### src/rtl/reg_bank_scan.sv
// Register file with two combinational read ports and a view mode that
// pages register pairs (2k, 2k+1) onto R/S under control of a step input.
module reg_bank_scan #(
  parameter int DW      = 16,
  parameter int AW      = 3,
  parameter int BYPASS  = 1,
  parameter int R0_ZERO = 0
) (
  input  logic          clk,
  input  logic          reset,
  input  logic          we,
  input  logic [AW-1:0] w_adr,
  input  logic [DW-1:0] w_data,
  input  logic [AW-1:0] r_adr,
  input  logic [AW-1:0] s_adr,
  input  logic          view_mode,
  input  logic          step,
  output logic [DW-1:0] R,
  output logic [DW-1:0] S,
  output logic [AW-2:0] view_ptr
);

  localparam int NREG = 1 << AW;

  logic [DW-1:0] regs_q [NREG];
  logic [AW-2:0] view_ptr_q, view_ptr_d;
  logic          step_q;
  logic          wr_en;
  logic [AW-1:0] ra, sa;

  // Writes to a hardwired-zero register 0 are dropped entirely.
  assign wr_en = we && !((R0_ZERO != 0) && (w_adr == '0));

  always_comb begin
    view_ptr_d = view_ptr_q;
    if (view_mode && step && !step_q) begin
      view_ptr_d = view_ptr_q + 1'b1;
    end
  end

  always_ff @(posedge clk) begin
    if (reset) begin
      for (int i = 0; i < NREG; i++) begin
        regs_q[i] <= '0;
      end
      view_ptr_q <= '0;
      step_q     <= 1'b0;
    end else begin
      step_q     <= step;
      view_ptr_q <= view_ptr_d;
      if (wr_en) begin
        regs_q[w_adr] <= w_data;
      end
    end
  end

  always_comb begin
    ra = r_adr;
    sa = s_adr;
    if (view_mode) begin
      ra = {view_ptr_q, 1'b0};
      sa = {view_ptr_q, 1'b1};
    end
  end

  function automatic logic [DW-1:0] read_port(input logic [AW-1:0] adr);
    logic [DW-1:0] val;
    val = regs_q[adr];
    if ((BYPASS != 0) && wr_en && (w_adr == adr)) begin
      val = w_data;
    end
    if ((R0_ZERO != 0) && (adr == '0)) begin
      val = '0;
    end
    return val;
  endfunction

  assign R        = read_port(ra);
  assign S        = read_port(sa);
  assign view_ptr = view_ptr_q;

endmodule

### config.mk
export PLATFORM = sky130hd
export DESIGN_NAME = reg_bank_scan
export DESIGN_NICKNAME = d
export VERILOG_FILES = /design/src/rtl/reg_bank_scan.sv
export SDC_FILE = /design/constraint.sdc
export NUM_CORES = 1
export LEC_CHECK = 0
export ABC_AREA = 1
export BUFFER_PORTS_ARGS = -buffer_cell sky130_fd_sc_hd__buf_2
export CORE_MARGIN = 4
export CORE_UTILIZATION = 55
export DETAILED_ROUTE_END_ITERATION = 8
export GPL_ROUTABILITY_DRIVEN = 0
export PLACE_DENSITY = 0.77
export SLEW_MARGIN = 20
export SYNTH_ARGS = -nofsm -noshare
export SYNTH_HDL_FRONTEND = slang
export SYNTH_SLANG_ARGS = --single-unit
### constraint.sdc
create_clock -name clk -period 1.65 [get_ports clk]
set_input_delay 0.165 -clock clk [delete_from_list [all_inputs] [get_ports clk]]
set_output_delay 0.165 -clock clk [all_outputs]
set_load 0.03 [all_outputs]
Yosys cells after proc, flatten, opt, wreduce, memory -nomap -nowiden. Memories as Yosys holds them, arrays and structs flattened. Index checks and enable logic that the tools add are counted. Widths: inputs -> output; s select.

Word-level logic and storage cells: 24. Memories: 1. RAM bits: 128. Output and inout port bits: 34. Input bits: 30. Register bits after elaboration: 3.

Muxes and demuxes: 12. Equality and inequality tests: 2. Add/subtract/negate cells: 1. Reductions and logical operators: 6.

Memories: regs_q (depth 8, width 16, rd ports 2, clocked after memory_dff 0, wr ports 8, RTL line 25) `logic [DW-1:0] regs_q [NREG];`.

Operator list (count): $mux 16 (3); $reduce_or 16->1 (1); $mux 3 (3); $eq 3x3->1 (2); $mux 1 (6); $logic_and 1x1->1 (4); $add 2x1->2 const B (1); $logic_not 1->1 (1).

Depth between registers and ports, before layout.
Word-level depth: 5. Mapped depth: 10. Mapped depth without buffers: 8.

Worst setup path before layout. No wires, ideal clock.

Path type: reg2out. Start point: register view_ptr_q[0], in the netlist view_ptr[0]. End point: output R[10]. Stages on the path, launching flop included: 8. Slack: -0.123 ns. Buffers on the path: 1. Required time: 1.485 ns. Data arrival time: 1.608 ns. Path through: dfxtp_1 -> nand2_1 -> nand2_2 -> clkbuf_1 -> nand3_1 -> nand3_1 -> nand3_1 -> nand2_1.

Word-level cells in the longest chain between the ends: 4. Elaborated cells on any way between the ends: 5. Those cells by class: eq/ne (1); mux (2); reduce/logical (1); memory (1).

RTL lines: start: declaration (RTL line 26) `logic [AW-2:0] view_ptr_q, view_ptr_d;`; start signal: assignment (RTL line 50) `view_ptr_q <= view_ptr_d;`; $mux 3 (*) (RTL line 60) `if (view_mode) begin`; branches (longest 2 deep; another with $mem_v2 8x16); $mux 16 (*) (RTL line 69) `if ((BYPASS != 0) && wr_en && (w_adr == adr)) begin`; end: declaration (RTL line 18) `output logic [DW-1:0] R,`.

Mark *: on every way between the ends.

Worst setup path in the final report.
Start point: register view_ptr_q[0], in the netlist view_ptr[0]. End point: output S[3].

Word-level cells in the longest chain between the ends: 4. Elaborated cells on any way between the ends: 5. Those cells by class: eq/ne (1); mux (2); reduce/logical (1); memory (1).

RTL lines: $mux 3 (*) (RTL line 60); branches (longest 2 deep; another with $mem_v2 8x16); $mux 16 (*) (RTL line 69); end: declaration (RTL line 19) `output logic [DW-1:0] S,`.

Marked as above.

==> reports/metrics.yaml <==
reg2reg_depth: 4
crit_path_start: "view_ptr[0]"
critPathKind: "reg2out"
worstPathRequired_ns: 1.48
cts_buffers: 17
cp-start-kind: "flip-flop"
hold_violations: 0
fmax_ghz: 0.4354
layout_commonest_cell: "nand2_1"
start_util_pct: 56.81
boundaryPins: 64
port_buffers: 63
design_area_um2: 10610
grt_pass1_vias: 8398
post-place-ws_ns: -0.08537
cp_slowest_stage_delay_ns: 0.33
critPathCaptureType: "output pin"
yosysSeqAreaShare_pct: 48.75
hold_class: "in2reg"
r2r_slack_ns: 0.65
vdd_ir_drop_max_mv: 0.7381
crit_top_cell: "nand2_4"
ys_types: 18
clock_sinks: 131
die_x_um: 128.7
die_height_um: 128.7
dp_hpwl_mm: 17.61
drcViolationCount: 2
die_area_um2: 16550
ys_ff_latch: 131
fin_nets: 1233
grt_util_all_layers_pct: 36.36
cts_buffer_depth: 2
num_rows: 43
grt.overflow.total: 0
min_period_over_period_pct: 139.2
grt_max_degree: 49
rsz0062_at_grt: "yes"
synthesis.area_um2: 8008
stdcell_count: 1393
powerDensity_nw_per_um2: 961.3
setup_viol: 32
cts_tree: "yes"
fin_crit_ns: 2.297
htreeDepth: 4
p_total_mw: 10.20
diodes: 0
fin_skew_ns: 0.0003396
status: "complete, but fails checks"
yosysWarnings: 0
drt_iter0_markers: 1759
maxSlewHeadroom_pct: 73.48
avgSynthCellArea_um2: 7.313
layout_setup_ws_ns: -0.6469
syn_nets: 1125
slowest_stage: "dfxtp_2"
firstDrtPassIters: 9
whs_ns: 0.1157
clk_pin_slew_ns: 0.06
cp-endpoint: "S[3]"
coreArea_um2: 14100
synthCells: 1095
wl_per_cell_um: 22.23
cts_root_buf: "clkbuf_16"
clock_latency_ns: 0.43
failed_checks: "DRC, setup timing"
via_per_inst: 6.380
timing.rr.start: "step_q"
vias: 8887
path_cells: "nand2_4, nand2_4, nand2_4, nand2_4, buf_12, nand3_4, nand3_1, nand2_1, buf_6"
drv_slew: 0
cp.arrival_ns: 2.13
antenna_found_initial: 0
placed_cells: 1350
final_cell_mix: "nand2_1 (360), nand3_1 (224), nor2_1 (132), edfxtp_1 (128), inv_1 (92)"
final_layout_size_suffix_gt1_share_pct: 21.60
drt-total-wl_mm: 30.97
fin_util_pct: 75.24
setup_tns_ns: -12.56
ant_nets: 0
maxCapViolations: 0
p_leak_nw: 5.002
dpl_cell_area_um2: 9224
rr_endpoint: "view_ptr[1]"
cp_max_fo: 8
area_growth_pct: 32.45
grt_pass1_wl_mm: 45.49
worstMarginPinSlew_ns: 0.3973
## how the worst min path moves through the flow
stage / from / endpoint / cells past startpoint
after floorplan: reset / step_q / 1
after global placement: reset / step_q / 2
after detailed placement: reset / step_q / 2
after CTS: step / view_ptr[1] / 5
after global routing: step / view_ptr[0] / 4
final: step / view_ptr[1] / 5
## cells in the mapped netlist (all sizes together)
library cell	instances	area share, %
nand2	394	19
o21ai	2	0.13
nor3	1	0.062
nand3	265	17
edfxtp	128	48
buf	52	3.4
dfxtp	3	0.75
nor2	135	6.3
clkbuf	14	0.66
inv	97	4.5
a21oi	4	0.53
## state kept, by name, summed over array words and instances (netlist names)
name      flops
regs_q      128
step_q        1
view_ptr      2
## metal layers
| layer | routed length, µm | track usage (%) |
|---|---|---|
| met1 | 10090 | 43.38 |
| met4 | 2544 | 24.71 |
| met2 | 14290 | 58.05 |
| met5 | 0 | 0 |
| met3 | 4053 | 9.049 |
## report_power, final
part	switching, mW	total (mW)	internal (mW)
clock	1.35	3.53	2.18
sequential	0.0853	3.95	3.86
combinational	1.73	2.72	0.988
## repair_timing
action / CTS / global route
endpoints found under the hold margin: 1 / 0
setup endpoints to repair: 32 / 60
resized for setup: 134 / 41
pin swaps: 24 / 19
setup buffers: 6 / 2
cloned: 4 / 0
hold buffers: 2 / 0
## final cells by class
class                   count  area, µm²
flip-flops and latches    131       3906
multi-input cells         803       3854
fillers                   910       3490
repair buffers            153       1724
clock buffers              22      444.2
inverters                  97      366.6
well taps                 180      225.2
clock inverters             7      86.33
## worst max-delay path: cells and delay by family, from the launching register on
kind / cells / cell delay [ns]
and+or+nand+nor: 7 / 1.06
buffers and inverters: 2 / 0.29
DFF: 1 / 0.33
## kinds of logic after synthesis
kind of cell / count (synthesis) / synth area share, %
buffers and inverters: 163 / 8.609
DFF: 131 / 48.75
and+or+nand+nor: 795 / 41.98
AOI/OAI and AO/OA: 6 / 0.6562
No activity file was read; power rests on OpenSTA's default activity.
